[src/rtl/hc165_key_scan_if.sv]
// Pin-level and key-level signals between the 74HC165 scanner and its neighbours.
// master = scanner side, slave = shift-register chain / key consumer side.
interface hc165_key_scan_if #(
  parameter int N_BITS = 16
);
  logic              q;
  logic              pl_n;
  logic              cp;
  logic              ce_n;
  logic [N_BITS-1:0] keys;
  logic [N_BITS-1:0] key_press;
  logic              scan_done;

  modport master (
    input  q,
    output pl_n, cp, ce_n, keys, key_press, scan_done
  );

  modport slave (
    output q,
    input  pl_n, cp, ce_n, keys, key_press, scan_done
  );
endinterface

[src/rtl/hc165_key_scan.sv]
// Periodic 74HC165 chain reader: load, shift in N_BITS, then debounce the whole
// key vector and emit debounced levels plus one-cycle press pulses.
module hc165_key_scan #(
  parameter int N_BITS      = 16,
  parameter int CLK_DIV     = 4,
  parameter int SCAN_PERIOD = 50000,
  parameter int DEB_CNT     = 20
) (
  input  logic               sclk,
  input  logic               nrst,
  hc165_key_scan_if.master   bus
);

  localparam int TW = (SCAN_PERIOD > 1) ? $clog2(SCAN_PERIOD) : 1;
  localparam int DW = $clog2(2 * CLK_DIV);
  localparam int BW = (N_BITS > 1) ? $clog2(N_BITS) : 1;
  localparam int SW = $clog2(DEB_CNT + 1);

  localparam logic [TW-1:0] TICK_LAST  = TW'(SCAN_PERIOD - 1);
  localparam logic [DW-1:0] DIV_LAST   = DW'(2 * CLK_DIV - 1);
  localparam logic [DW-1:0] SAMPLE_PT  = DW'(CLK_DIV - 1);
  localparam logic [DW-1:0] CP_HIGH    = DW'(CLK_DIV);
  localparam logic [BW-1:0] BIT_LAST   = BW'(N_BITS - 1);
  localparam logic [SW-1:0] DEB_MAX    = SW'(DEB_CNT);

  typedef enum logic [1:0] {IDLE, LOAD, SHIFT, DONE} state_t;

  state_t             state_q, state_d;
  logic [TW-1:0]      tickCnt_q, tickCnt_d;
  logic [DW-1:0]      divCnt_q, divCnt_d;
  logic [BW-1:0]      bitCnt_q, bitCnt_d;
  logic [N_BITS-1:0]  sample_q, sample_d;
  logic [N_BITS-1:0]  rawPrev_q, rawPrev_d;
  logic [SW-1:0]      stableCnt_q, stableCnt_d;
  logic [N_BITS-1:0]  keys_q, keys_d;
  logic [N_BITS-1:0]  keyPress_q, keyPress_d;
  logic               scanDone_q, scanDone_d;
  logic               plN_q, plN_d;
  logic               cp_q, cp_d;
  logic               ceN_q, ceN_d;
  logic               tick;

  // Free-running scan period counter; it keeps running during a frame.
  assign tick      = (tickCnt_q == TICK_LAST);
  assign tickCnt_d = tick ? '0 : tickCnt_q + 1'b1;

  always_ff @(posedge sclk or negedge nrst) begin
    if (!nrst) begin
      state_q     <= IDLE;
      tickCnt_q   <= '0;
      divCnt_q    <= '0;
      bitCnt_q    <= '0;
      sample_q    <= '0;
      rawPrev_q   <= '1;
      stableCnt_q <= '0;
      keys_q      <= '0;
      keyPress_q  <= '0;
      scanDone_q  <= 1'b0;
      plN_q       <= 1'b1;
      cp_q        <= 1'b0;
      ceN_q       <= 1'b1;
    end else begin
      state_q     <= state_d;
      tickCnt_q   <= tickCnt_d;
      divCnt_q    <= divCnt_d;
      bitCnt_q    <= bitCnt_d;
      sample_q    <= sample_d;
      rawPrev_q   <= rawPrev_d;
      stableCnt_q <= stableCnt_d;
      keys_q      <= keys_d;
      keyPress_q  <= keyPress_d;
      scanDone_q  <= scanDone_d;
      plN_q       <= plN_d;
      cp_q        <= cp_d;
      ceN_q       <= ceN_d;
    end
  end

  always_comb begin
    state_d     = state_q;
    divCnt_d    = divCnt_q;
    bitCnt_d    = bitCnt_q;
    sample_d    = sample_q;
    rawPrev_d   = rawPrev_q;
    stableCnt_d = stableCnt_q;
    keys_d      = keys_q;
    keyPress_d  = '0;
    scanDone_d  = 1'b0;

    case (state_q)
      IDLE: begin
        if (tick) begin
          state_d  = LOAD;
          divCnt_d = '0;
          bitCnt_d = '0;
        end
      end

      LOAD: begin
        if (divCnt_q == DIV_LAST) begin
          state_d  = SHIFT;
          divCnt_d = '0;
        end else begin
          divCnt_d = divCnt_q + 1'b1;
        end
      end

      SHIFT: begin
        // Shifting left puts the first sample (QH = D7 of the last chip) in the MSB.
        if (divCnt_q == SAMPLE_PT) begin
          sample_d = {sample_q[N_BITS-2:0], bus.q};
        end
        if (divCnt_q == DIV_LAST) begin
          divCnt_d = '0;
          if (bitCnt_q == BIT_LAST) begin
            state_d = DONE;
          end else begin
            bitCnt_d = bitCnt_q + 1'b1;
          end
        end else begin
          divCnt_d = divCnt_q + 1'b1;
        end
      end

      DONE: begin
        scanDone_d = 1'b1;
        state_d    = IDLE;
        rawPrev_d  = sample_q;
        if (sample_q == rawPrev_q) begin
          if (stableCnt_q != DEB_MAX) begin
            stableCnt_d = stableCnt_q + 1'b1;
          end
        end else begin
          stableCnt_d = '0;
        end
        // Keys only move on the scan that reaches the debounce threshold.
        if ((stableCnt_q != DEB_MAX) && (stableCnt_d == DEB_MAX)) begin
          keys_d     = ~sample_q;
          keyPress_d = ~sample_q & ~keys_q;
        end
      end

      default: state_d = IDLE;
    endcase

    plN_d = (state_d != LOAD);
    ceN_d = (state_d != SHIFT);
    cp_d  = (state_d == SHIFT) && (divCnt_d >= CP_HIGH);
  end

  assign bus.pl_n      = plN_q;
  assign bus.cp        = cp_q;
  assign bus.ce_n      = ceN_q;
  assign bus.keys      = keys_q;
  assign bus.key_press = keyPress_q;
  assign bus.scan_done = scanDone_q;

endmodule
[src/flat_wrapper.sv]
// flat-port wrapper written by rule: the top's interface ports become plain ports
module hc165_key_scan_flat 
#(
  parameter int N_BITS      = 16,
  parameter int CLK_DIV     = 4,
  parameter int SCAN_PERIOD = 50000,
  parameter int DEB_CNT     = 20
)
  (sclk, nrst, bus_q, bus_pl_n, bus_cp, bus_ce_n, bus_keys, bus_key_press, bus_scan_done);
  hc165_key_scan_if #(.N_BITS(N_BITS)) bus_i ();
  input  logic sclk;
  input  logic nrst;
  input wire logic [$bits(bus_i.q)-1:0] bus_q;
  output wire logic [$bits(bus_i.pl_n)-1:0] bus_pl_n;
  output wire logic [$bits(bus_i.cp)-1:0] bus_cp;
  output wire logic [$bits(bus_i.ce_n)-1:0] bus_ce_n;
  output wire logic [$bits(bus_i.keys)-1:0] bus_keys;
  output wire logic [$bits(bus_i.key_press)-1:0] bus_key_press;
  output wire logic [$bits(bus_i.scan_done)-1:0] bus_scan_done;
  assign bus_i.q = bus_q;
  assign bus_pl_n = bus_i.pl_n;
  assign bus_cp = bus_i.cp;
  assign bus_ce_n = bus_i.ce_n;
  assign bus_keys = bus_i.keys;
  assign bus_key_press = bus_i.key_press;
  assign bus_scan_done = bus_i.scan_done;
  hc165_key_scan #(.N_BITS(N_BITS), .CLK_DIV(CLK_DIV), .SCAN_PERIOD(SCAN_PERIOD), .DEB_CNT(DEB_CNT)) u_core (.sclk(sclk), .nrst(nrst), .bus(bus_i));
endmodule
[config.mk]
export PLATFORM = sky130hd
export DESIGN_NAME = hc165_key_scan_flat
export DESIGN_NICKNAME = d
export VERILOG_FILES = /design/src/rtl/hc165_key_scan_if.sv /design/src/rtl/hc165_key_scan.sv /design/src/flat_wrapper.sv
export SDC_FILE = /design/constraint.sdc
export NUM_CORES = 1
export LEC_CHECK = 0
export BUFFER_PORTS_ARGS = -buffer_cell sky130_fd_sc_hd__buf_2
export CAP_MARGIN = 20
export CORE_MARGIN = 2
export CORE_UTILIZATION = 59
export DETAILED_ROUTE_END_ITERATION = 6
export PLACE_DENSITY = 0.81
export SLEW_MARGIN = 20
export SYNTH_ARGS = -nofsm -noshare
export SYNTH_HDL_FRONTEND = slang
export SYNTH_SLANG_ARGS = --single-unit
[constraint.sdc]
create_clock -name sclk -period 2.85 [get_ports sclk]
set_input_delay 0.1425 -clock sclk [delete_from_list [all_inputs] [get_ports sclk]]
set_output_delay 0.1425 -clock sclk [all_outputs]
set_load 0.05 [all_outputs]
## Yosys cells after proc, flatten, opt, wreduce, memory -nomap -nowiden

Index checks and enable logic that the tools add are counted.

| word-level totals | value |
|---|---|
| input bits | 3 |
| output and inout bits | 36 |
| word-level logic and storage cells | 64 |
| register bits | 98 |

| cells by class | value |
|---|---|
| eq/ne operators | 16 |
| $lt $le $gt $ge | 1 |
| mux-type cells | 19 |
| reduce and logical (&&, ||, !) cells | 8 |
| bitwise gates (word level) | 3 |
| $add $sub $neg | 4 |

Operators by type and width:

| kind | number |
|---|---|
| 16-bit two-way mux | 3 |
| 16-bit inverter | 2 |
| 16-bit by 1-bit adder with 16-bit output (second input constant) | 1 |
| 16-bit AND | 1 |
| 16-bit == test | 1 |
| 16-bit == test (second input constant) | 1 |
| 5-bit two-way mux | 3 |
| 4-bit two-way mux | 3 |
| 2-bit two-way mux | 4 |
| 2-bit one-hot mux with 4 select lines | 1 |
| 4-bit one-hot mux with 2 select lines | 1 |
| 2-bit == test (second input constant) | 3 |
| 3-bit two-way mux | 2 |
| 2-bit by 1-bit != test with 1-bit output (second input constant) | 3 |
| 3-bit one-hot mux with 2 select lines | 1 |
| 5-bit by 1-bit adder with 5-bit output (second input constant) | 1 |
| 5-bit == test (second input constant) | 1 |
| 5-bit != test (second input constant) | 1 |
| 4-bit by 1-bit adder with 4-bit output (second input constant) | 1 |
| 4-bit == test (second input constant) | 1 |
| 2-bit != test (second input constant) | 2 |
| 2-bit AND reduction | 2 |
| 4-bit AND reduction | 1 |
| 3-bit by 1-bit adder with 3-bit output (second input constant) | 1 |
| 9 further kinds | 10 |

## Depth between registers and ports, before layout

Gate-level depths: netlist of run 1.

| logic depth | value |
|---|---|
| word-level depth | 8 |
| depth in mapped cells | 7 |

## Least setup slack after synthesis of run 1

No wires, ideal clock.

| path | value |
|---|---|
| kind | register to register |
| start point | register u_core.rawPrev_q[10] |
| end point | register u_core.keys_q[10], in the netlist u_core.bus.keys[10] |
| buffers on the path | 1 |
| stages on the path, launching flop included | 7 |
| setup time | 131 ps |
| data arrival time | 1844 ps |
| setup slack | 875 ps |
| period minus slack after synthesis | 1975 ps |
| path through | dfstp_2 > xnor2_1 > nand4_1 > nor4_4 > nand4_1 > buf_2 > mux2i_1 |

| on the way | value |
|---|---|
| cells in the longest elaborated chain, start to end | 6 |

Ends and longest elaborated chain:

| element | RTL line | source |
|---|---|---|
| start, declared | hc165_key_scan.sv:33 | `logic [N_BITS-1:0] rawPrev_q, rawPrev_d;` |
| start signal, assigned | hc165_key_scan.sv:68 | `rawPrev_q <= rawPrev_d;` |
| 16-bit == test | hc165_key_scan.sv:129 | `if (sample_q == rawPrev_q) begin` |
| 5-bit two-way mux | hc165_key_scan.sv:129 |  |
| 5-bit two-way mux | hc165_key_scan.sv:90 | `case (state_q)` |
| 5-bit == test | hc165_key_scan.sv:137 | `if ((stableCnt_q != DEB_MAX) && (stableCnt_d == DEB_MAX)) begin` |
| 1-bit logical AND | hc165_key_scan.sv:137 |  |
| 2-bit AND reduction (no line) | n/a |  |
| end signal, assigned | hc165_key_scan.sv:70 | `keys_q <= keys_d;` |
| end, declared | hc165_key_scan.sv:35 | `logic [N_BITS-1:0] keys_q, keys_d;` |

Every way passes these cells. The select of a mux whose other input is x is not followed.
A chain may end at the register's enable or synchronous reset.

## Worst setup path after layout of run 1

| path | value |
|---|---|
| start point | register u_core.tickCnt_q[11] |
| end point | register u_core.bitCnt_q[3] |

| on the way | value |
|---|---|
| cells in the longest elaborated chain, start to end | 3 |

Ends and longest elaborated chain:

| element | RTL line | source |
|---|---|---|
| start, declared | hc165_key_scan.sv:29 | `logic [TW-1:0] tickCnt_q, tickCnt_d;` |
| start signal, assigned | hc165_key_scan.sv:64 | `tickCnt_q <= tickCnt_d;` |
| 16-bit == test | hc165_key_scan.sv:44 | `assign tick = (tickCnt_q == TICK_LAST);` |
| 2-bit by 1-bit != test with 1-bit output (no line) | n/a |  |
| 4-bit AND reduction (no line) | n/a |  |
| end signal, assigned | hc165_key_scan.sv:66 | `bitCnt_q <= bitCnt_d;` |
| end, declared | hc165_key_scan.sv:31 | `logic [BW-1:0] bitCnt_q, bitCnt_d;` |

Every way passes these cells.

==> results of run 1 <==
[layer usage]
| metal | GRT usage (%) | up-vias |
|---|---|---|
| met5 | 0 | - |
| met3 | 3.51 | 10 |
| met1 | 29.6 | 1376 |
| met2 | 31.5 | 61 |
| met4 | 6.92 | 0 |
| li1 | - | 1322 |
[cells in the final DEF, fill, tap and decap left out, types with 11 or more instances in the layout]
cell / count
mux2_2: 32
nor2_1: 16
buf_2: 37
dfstp_2: 18
inv_1: 28
xnor2_1: 22
nor3_1: 19
ha_1: 11
mux2i_1: 17
nand2_1: 14
dfrtp_1: 80
nand3_1: 15
o21ai_0: 16
[cell type report]
class | count | area [µm²] | share of cell area (%)
flip-flops and latches | 98 | 2470 | 51.3
multi-input cells | 221 | 1680 | 34.8
repair buffers | 44 | 253 | 5.24
clock buffers | 10 | 138 | 2.85
well taps | 99 | 124 | 2.57
inverters | 28 | 105 | 2.18
clock inverters | 6 | 50.0 | 1.04
[flip-flops by register name, indices dropped and copies added (netlist names), named ones only]
name,cells
u_core.state_q,2
u_core.stableCnt_q,5
u_core.divCnt_q,1
u_core.bus.pl_n,1
u_core.tickCnt_q,16
u_core.bus.ce_n,1
u_core.bus.cp,1
u_core.rawPrev_q,16
u_core.bus.scan_done,1
u_core.bus.key_press,16
u_core.sample_q,16
u_core.bus.keys,16
u_core.bitCnt_q,4
[worst min-delay path by stage]
| stage | from | to | depth (start not counted) |
|---|---|---|---|
| CTS | bus_q | u_core.sample_q[0] | 2 |
| finish | bus_q | u_core.sample_q[0] | 2 |
| global route | bus_q | u_core.sample_q[0] | 2 |
| floorplan | nrst | asynchronous set/reset pin | 0 |
| global placement | nrst | u_core.bitCnt_q[2] | 1 |
| detailed placement | nrst | u_core.bus.cp | 1 |
[cell families (layout without fill, tap and decap cells)]
| family | after synthesis | in the layout | synth area share [%] |
|---|---|---|---|
| muxes | 49 | 49 | 12.3 |
| DFF | 98 | 98 | 57.4 |
| buffers and inverters | 40 | 88 | 3.57 |
| and+or+nand+nor | 101 | 101 | 13.5 |
| AOI/OAI and AO/OA | 31 | 31 | 4.10 |
| xor gates and xnor gates | 29 | 29 | 5.90 |
| adders and majority gates | 11 | 11 | 3.19 |
[what timing repair did]
item	in CTS	in global routing
gates resized for setup	0	0
hold buffers	1	0
setup buffers	0	0
hold endpoints to repair	48	0
[per-stage QoR]
step | util [%] | cells | setup WS (ns)
floorplan | - | 359 | 0.875
global placement | 64.5 | 489 | 0.840
detailed placement | 64.5 | 489 | 0.759
CTS | 67.2 | 506 | 0.743
global route | 67.2 | 506 | 0.628
finish | 67.2 | 506 | 0.756
[power by group]
| group | internal [µW] | switching [µW] | total (µW) |
|---|---|---|---|
| Clock | 350 | 489 | 840 |
| Sequential | 1390 | 1.33 | 1390 |
| Combinational | 7.89 | 28.7 | 36.6 |
==> impl_metrics.json, run 1 <==
{
  "place_congestion": 0.797,
  "synth.most_common_cell": "dfrtp_1",
  "rsz0062_at_grt": "no",
  "clock-sinks": 98,
  "wl_met1_um": 3530,
  "core_area_mm2": 0.00718,
  "crit_family": "simple AND/OR/NAND/NOR gates",
  "timing.fmax_mhz": 478,
  "post_route_cells_drive_above_1_share_pct": 27.8,
  "wl_met3_um": 234,
  "syn_inst": 359,
  "dominantRegCellSynth": "dfrtp_1",
  "clk_path_buf_depth": 2,
  "drt-initial-drc-count": 149,
  "wire_per_inst_um": 14.9,
  "final_cell_area_mm2": 0.00482,
  "antenna_cells": 0,
  "cts_max_level": 3,
  "setup_viol": 0,
  "dr_total_vias": 2769,
  "required_ns": 3.15,
  "crit_path_end": "u_core.bitCnt_q[3]",
  "synth_top_area_share_pct": 46.5,
  "synth_warnings": 0,
  "top_layer_used": "met4",
  "min_path_type": "in2reg",
  "startpoint": "u_core.tickCnt_q[11]",
  "cap_viol_max_count": 0,
  "grt_overflow": 0,
  "grt_pass1_vias": 2519,
  "placed_cell_area_mm2": 0.00463,
  "max_stage_delay_ns": 0.56,
  "crit_cells": 5,
  "crit_chain": "or4b_4, nor4_4, nor2b_1, or4b_1, nand3_1",
  "met2_length_um": 3680,
  "antenna_found_initial": 0,
  "cts_tree": "done",
  "boundaryPins": 39,
  "startpoint_type": "flop",
  "ff2ff_setup_slack_ns": 0.76,
  "power.density_mw_per_mm2": 470,
  "dpl.hpwl_um": 5120,
  "root_buffer": "clkbuf_8",
  "ir_drop_mv": 0.298,
  "syn_nets": 373,
  "postSynthAreaPerCell_um2": 12.0,
  "outcome": "finished, final reports clean",
  "area_growth_syn_to_layout_pct": 12.0,
  "die_y_um": 89.5,
  "path_class": "reg2reg",
  "hold_viol": 0,
  "worstReg2RegStart": "u_core.tickCnt_q[11]",
  "synth_top_area_cell": "dfrtp_1",
  "reg2regPathDepth": 5,
  "grt_max_degree": 59,
  "remaining_drc_errors": 0,
  "worst_slew_pin_slew_ns": 0.724,
  "via_per_inst": 5.47,
  "relSlewSlack_pct": 51.7,
  "final.setup_skew_ns": 0.0150,
  "setup_tns_ns": 0,
  "ant_nets": 0,
  "async_flop_share_pct": 100,
  "synth_edf_count": 0,
  "endpoint_kind": "flop",
  "cp.arrival_ns": 2.39,
  "whs_ns": 0.0356,
  "fin_crit_sh_pct": 73.5,
  "synth.distinct_cells": 38,
  "critPathBufInv": 0,
  "cts_buffers": 9,
  "synth_seq_cells": 98,
  "ys_seq_area_share_pct": 57.4,
  "clock_latency_ns": 0.36,
  "wirelength_um": 7540,
  "crit_fanout": 9,
  "power_leakage_uw": 0.00245,
  "port_buffers": 38,
  "timing.rr.end": "u_core.bitCnt_q[3]",
  "synth_area_leaders": "dfrtp_1 46%, dfstp_2 11%, mux2_2 8.4%",
  "slew_violations": 0,
  "synth_common_cells": "80 x dfrtp_1, 32 x mux2_2, 28 x inv_1, 22 x xnor2_1, 19 x nor3_1",
  "track_usage_pct": 20.5,
  "synth_area_mm2": 0.00431,
  "power_uw": 2270,
  "dr.pass1.iters": 4,
  "fin_nets": 416,
  "crit_path_top_delay_cell": "or4b_4",
  "grt_pass1_wl_um": 12400,
  "die_w_um": 89.5,
  "rows": 31,
  "finalCriticalPeriod_ns": 2.09,
  "start_util_pct": 60.0,
  "fill_cells": 537,
  "clk_pin_slew_ns": 0.10,
  "dieArea_mm2": 0.00800
}
No activity file was read; power rests on OpenSTA's default activity.
==> inputs of run 2 (changes only) <==
--- a/config.mk
+++ b/config.mk
@@ -8,9 +8,9 @@
 export BUFFER_PORTS_ARGS = -buffer_cell sky130_fd_sc_hd__buf_2
 export CAP_MARGIN = 20
 export CORE_MARGIN = 2
-export CORE_UTILIZATION = 59
+export CORE_UTILIZATION = 53
 export DETAILED_ROUTE_END_ITERATION = 6
-export PLACE_DENSITY = 0.81
+export PLACE_DENSITY = 0.77
 export SLEW_MARGIN = 20
 export SYNTH_ARGS = -nofsm -noshare
 export SYNTH_HDL_FRONTEND = slang
==> constraint.sdc (replaced) <==
create_clock -name sclk -period 1.8 [get_ports sclk]
set_input_delay 0.09 -clock sclk [delete_from_list [all_inputs] [get_ports sclk]]
set_output_delay 0.09 -clock sclk [all_outputs]
set_load 0.05 [all_outputs]
==> run 2 against run 1 <==
- the run now ends with negative setup slack left
- non-clock buffer count up 44
- cell area grew 12%
- sequential share of layout area down 5.4 points
- clock power increased by 58%
- global-route usage increased by 0.46 points
- power increased by 59%
- critical endpoint is now u_core.bus.keys[5]
==> impl_metrics.json, run 2 (same netlist as run 1, synthesis figures left out) <==
{
  "outcome": "finished with violations",
  "fin_crit_sh_pct": 111,
  "place_ws_ns": -0.124,
  "drt-initial-drc-count": 101,
  "core_area_mm2": 0.00781,
  "setup_tns_ns": -5.19,
  "cts_tree": "done",
  "crit_top_cell": "nand4_1",
  "remaining_drc_errors": 0,
  "max_stage_delay_ns": 0.57,
  "min_path_type": "in2async",
  "violations": "negative setup slack",
  "power_leakage_uw": 0.00279,
  "grt_overflow": 0,
  "worst_slew_pin_slew_ns": 0.440,
  "rsz0062_at_grt": "yes",
  "endpoint_kind": "flop",
  "final_cell_mix": "80 x dfrtp_1, 41 x buf_4, 37 x buf_2",
  "ant_nets": 0,
  "seqCellArea_mm2": 0.00247,
  "antenna_found_initial": 0,
  "grt_pass1_wl_um": 14400,
  "rows": 32,
  "crit_family": "simple AND/OR/NAND/NOR gates",
  "final_util_pct": 69.0,
  "ir_drop_mv": 0.342,
  "final.setup_skew_ns": 0.0139,
  "dr_total_vias": 2976,
  "wirelength_um": 8730,
  "path_class": "reg2reg",
  "cts_max_level": 3,
  "cts_buffers": 9,
  "area_growth_syn_to_layout_pct": 25.1,
  "fill_cells": 550,
  "grt_pass1_vias": 3020,
  "crit_path_top_delay_cell": "dfstp_2",
  "post_route_cells_drive_above_1_share_pct": 40.6,
  "timing.fmax_mhz": 500,
  "start_util_pct": 55.2,
  "place_congestion": 0.832,
  "antenna_cells": 0,
  "track_usage_pct": 20.9,
  "slew_violations": 0,
  "cp.arrival_ns": 2.26,
  "port_buffers": 38,
  "clk_path_buf_depth": 2,
  "power.density_mw_per_mm2": 670,
  "critPathBufInv": 2,
  "root_buffer": "clkbuf_8",
  "clock_latency_ns": 0.36,
  "die_y_um": 94.2,
  "die_w_um": 94.2,
  "required_ns": 2.06,
  "wire_per_inst_um": 15.8,
  "fin_ws_ns": -0.198,
  "multiInputGateArea_mm2": 0.00184,
  "setup_viol": 34,
  "final_common_cell": "dfrtp_1",
  "hold_viol": 0,
  "grt_max_degree": 48,
  "crit_fanout": 11,
  "dpl.hpwl_um": 5820,
  "dieArea_mm2": 0.00887,
  "via_per_inst": 5.38,
  "finalCriticalPeriod_ns": 2.00,
  "cap_viol_max_count": 0,
  "relSlewSlack_pct": 70.7,
  "crit_chain": "xnor2_2, nand4_1, nor4_4, nand4_1, buf_6, clkbuf_16, mux2i_1",
  "startpoint_type": "flop",
  "clk_pin_slew_ns": 0.10,
  "dr.pass1.iters": 4,
  "clock-sinks": 98,
  "boundaryPins": 39,
  "fin_nets": 460
}
==> run 2: changes by cell type in the layout (fill, tap and decap cells not counted), sizes merged <==
cell	delta
dlygate4sd3	+1
buf	+42
clkinv	+1
==> run 2: cell type report <==
type	count	area share, %
Inverter	28	1.95
Tap cell	102	2.37
Sequential cell	98	45.9
Clock inverter	7	1.14
Clock buffer	9	2.30
Timing Repair Buffer	88	12.1
Multi-Input combinational cell	221	34.2
==> run 2: metrics by stage <==
step / cells / hold slack (ns) / total power, µW / area, µm²
floorplan: 359 / -0.206 / 2250 / 4350
global placement: 531 / 0.0555 / 2310 / 4960
detailed placement: 531 / 0.0649 / 2310 / 4960
CTS: 552 / 0.210 / 3630 / 5200
global route: 553 / 0.236 / 3740 / 5390
finish: 553 / 0.206 / 3610 / 5390
==> run 2: worst reg2reg max path, cell delays in order, from the launching register on <==
cell and delay, ns:
dfstp_2 0.57, xnor2_2 0.12, nand4_1 0.20, nor4_4 0.36, nand4_1 0.16, buf_6 0.18
clkbuf_16 0.18, mux2i_1 0.13
==> run 2: what timing repair did <==
| action | in CTS | in global routing |
|---|---|---|
| pin swaps | 0 | 9 |
| cloned | 0 | 1 |
| resized for setup | 6 | 42 |
| endpoints found under the setup margin | 34 | 49 |
| buffers inserted | 3 | 1 |
| hold buffers | 2 | 0 |
| endpoints found under the hold margin | 32 | 0 |
==> run 2: power by group <==
| part | switching (µW) | internal, µW |
|---|---|---|
| combinational | 52.3 | 21.2 |
| clock | 806 | 524 |
| sequential | 1.44 | 2200 |
==> run 2: final timing paths <==
check | startpoint | to | slack (ns) | depth (start not counted)
min | nrst | u_core.tickCnt_q[10] | 0.21 | 2
min reg2reg | u_core.bus.keys[1] | u_core.bus.key_press[1] | 0.46 | 1
min in group sclk | u_core.bus.keys[1] | u_core.bus.key_press[1] | 0.46 | 1
max in group asynchronous | nrst | u_core.bus.pl_n | 0.91 | 3
max | u_core.rawPrev_q[10] | u_core.bus.keys[5] | -0.20 | 7
max reg2reg | u_core.rawPrev_q[10] | u_core.bus.keys[5] | -0.20 | 7
==> run 2: layer usage <==
metal	global-route usage (%)	up-vias	share of wire, %
li1	-	1413	-
met1	29.5	1497	46
met2	33.2	50	50
met3	2.57	16	2.3
met4	8.21	0	1.7
met5	0	-	0
==> inputs of run 3 (changes only) <==
--- a/config.mk
+++ b/config.mk
@@ -6,11 +6,11 @@
 export NUM_CORES = 1
 export LEC_CHECK = 0
 export BUFFER_PORTS_ARGS = -buffer_cell sky130_fd_sc_hd__buf_2
-export CAP_MARGIN = 20
+export CAP_MARGIN = 30
 export CORE_MARGIN = 2
-export CORE_UTILIZATION = 53
+export CORE_UTILIZATION = 63
 export DETAILED_ROUTE_END_ITERATION = 6
-export PLACE_DENSITY = 0.77
+export PLACE_DENSITY = 0.86
 export SLEW_MARGIN = 20
 export SYNTH_ARGS = -nofsm -noshare
 export SYNTH_HDL_FRONTEND = slang
==> constraint.sdc (replaced) <==
create_clock -name sclk -period 2.5 [get_ports sclk]
set_input_delay 0.125 -clock sclk [delete_from_list [all_inputs] [get_ports sclk]]
set_output_delay 0.125 -clock sclk [all_outputs]
set_load 0.05 [all_outputs]
==> run 3 against run 2 <==
- the run now ends clean
- critical endpoint is now u_core.bus.key_press[2]
- fmax fell by 5.8%
- power decreased by 27%
- clock power shrank 23%
- highest routed layer unchanged
- critical path depth down 1
- first-iteration DRC count increased by 99%
- core utilization up 2.9 points
- largest power group unchanged
- cell count decreased by 11%
- die area decreased by 15%
- critical path type unchanged
- hold slack improved by 0.051 ns
==> impl_metrics.json, run 3 (same netlist as run 1, synthesis figures left out) <==
{
  "min_path_type": "in2async",
  "critPathBufInv": 1,
  "crit_cells": 6,
  "finalNonFillerCells": 490,
  "grt_pass1_vias": 2696,
  "worst_slew_pin_slew_ns": 0.487,
  "cts_buffers": 9,
  "max_stage_delay_ns": 0.56,
  "start_util_pct": 64.1,
  "cp.arrival_ns": 2.38,
  "setup_tns_ns": 0,
  "antenna_cells": 0,
  "dr_total_vias": 2786,
  "crit_path_top_delay_cell": "dfstp_2",
  "dpl.hpwl_um": 5200,
  "boundaryPins": 39,
  "hold_viol": 0,
  "via_per_inst": 5.69,
  "final_cell_mix": "80 x dfrtp_1, 37 x buf_2, 32 x mux2_2",
  "drt-initial-drc-count": 201,
  "endpoint_kind": "flop",
  "ir_drop_mv": 0.364,
  "slew_violations": 0,
  "clock-sinks": 98,
  "clock_latency_ns": 0.37,
  "ant_nets": 0,
  "final.setup_skew_ns": 0.0116,
  "crit_fanout": 16,
  "dieArea_mm2": 0.00752,
  "dr.pass1.iters": 4,
  "place_ws_ns": 0.445,
  "root_buffer": "clkbuf_8",
  "die_w_um": 86.7,
  "core_area_mm2": 0.00672,
  "reg2regPathDepth": 6,
  "crit_chain": "xnor2_1, nand4_1, nor4_4, nand4_1, buf_4, nor3_1",
  "post_route_cells_drive_above_1_share_pct": 27.6,
  "setup_viol": 0,
  "startpoint_type": "flop",
  "area_growth_syn_to_layout_pct": 12.1,
  "dp.cells": 472,
  "cap_viol_max_count": 0,
  "path_class": "reg2reg",
  "finalCriticalPeriod_ns": 2.12,
  "clk_pin_slew_ns": 0.09,
  "cts.repair.resized": 0,
  "grt_max_degree": 62,
  "rows": 30,
  "grt_overflow": 0,
  "clk_path_buf_depth": 2,
  "post_cts.repair.setup_buffers": 0,
  "crit_family": "simple AND/OR/NAND/NOR gates",
  "relSlewSlack_pct": 67.6,
  "crit_top_cell": "nand4_1",
  "placed_cell_area_mm2": 0.00462,
  "rsz0062_at_grt": "no",
  "grt_pass1_wl_um": 13000,
  "track_usage_pct": 22.8,
  "fin_nets": 419,
  "remaining_drc_errors": 0,
  "wirelength_um": 7930,
  "wire_per_inst_um": 16.2,
  "final_cell_area_mm2": 0.00483,
  "power.density_mw_per_mm2": 548,
  "timing.fmax_mhz": 471,
  "port_buffers": 38,
  "place_congestion": 0.912,
  "outcome": "finished, final reports clean",
  "required_ns": 2.76,
  "fin_ws_ns": 0.378,
  "die_y_um": 86.7,
  "antenna_found_initial": 0,
  "cts_tree": "done",
  "power_leakage_uw": 0.00246,
  "cts_max_level": 3,
  "final_common_cell": "dfrtp_1",
  "fin_crit_sh_pct": 84.9
}
[run 3: per-layer routing]
metal  wire [µm]  vias to the layer above  track usage [%]
met1        3610                     1389             30.6
met2        3950                       54             36.0
met3         256                       10             4.95
li1            -                     1333                -
met5           0                        -                0
met4         117                        0             9.94
[run 3: worst reg2reg max path, stage by stage, from the launching register on]
cell	delay [ns]
dfstp_2	0.56
xnor2_1	0.15
nand4_1	0.18
nor4_4	0.46
nand4_1	0.19
buf_4	0.26
nor3_1	0.22
[run 3: final cells by class]
cell class	count	area [µm²]
clock inverter	5	62.6
multi-input combinational	221	1680
clock buffer	11	131
timing repair buffer	47	278
fill	455	1890
sequential	98	2470
inverter	28	105
tap	80	100
[run 3: timing repair]
| action | 4_1_cts | 5_1_grt |
|---|---|---|
| endpoints found under the hold margin | 36 | 0 |
| endpoints found under the setup margin | 0 | 0 |
| hold buffers | 2 | 0 |
[run 3: report_power, final]
group	switching, µW	total (µW)	internal, µW
clock network	548	1020	471
registers	1.53	1590	1590
logic	32.8	42.9	10.1
[run 3: metrics by stage]
| step | hold WS [ns] | total power, µW | utilization, % |
|---|---|---|---|
| after floorplan | -0.171 | 1620 | - |
| after global placement | 0.115 | 1660 | 68.7 |
| after detailed placement | 0.127 | 1660 | 68.7 |
| after CTS | 0.269 | 2670 | 71.9 |
| after global routing | 0.299 | 2740 | 71.9 |
| final | 0.257 | 2650 | 71.9 |
[run 3: final timing paths]
path,start,endpoint,slack [ns]
min reg2reg,u_core.tickCnt_q[0],u_core.tickCnt_q[0],0.45
max in group asynchronous,nrst,u_core.rawPrev_q[1],1.51
min,nrst,u_core.bitCnt_q[1],0.26
min in group sclk,u_core.tickCnt_q[0],u_core.tickCnt_q[0],0.45
max,u_core.rawPrev_q[1],u_core.bus.key_press[2],0.38
max reg2reg,u_core.rawPrev_q[1],u_core.bus.key_press[2],0.38
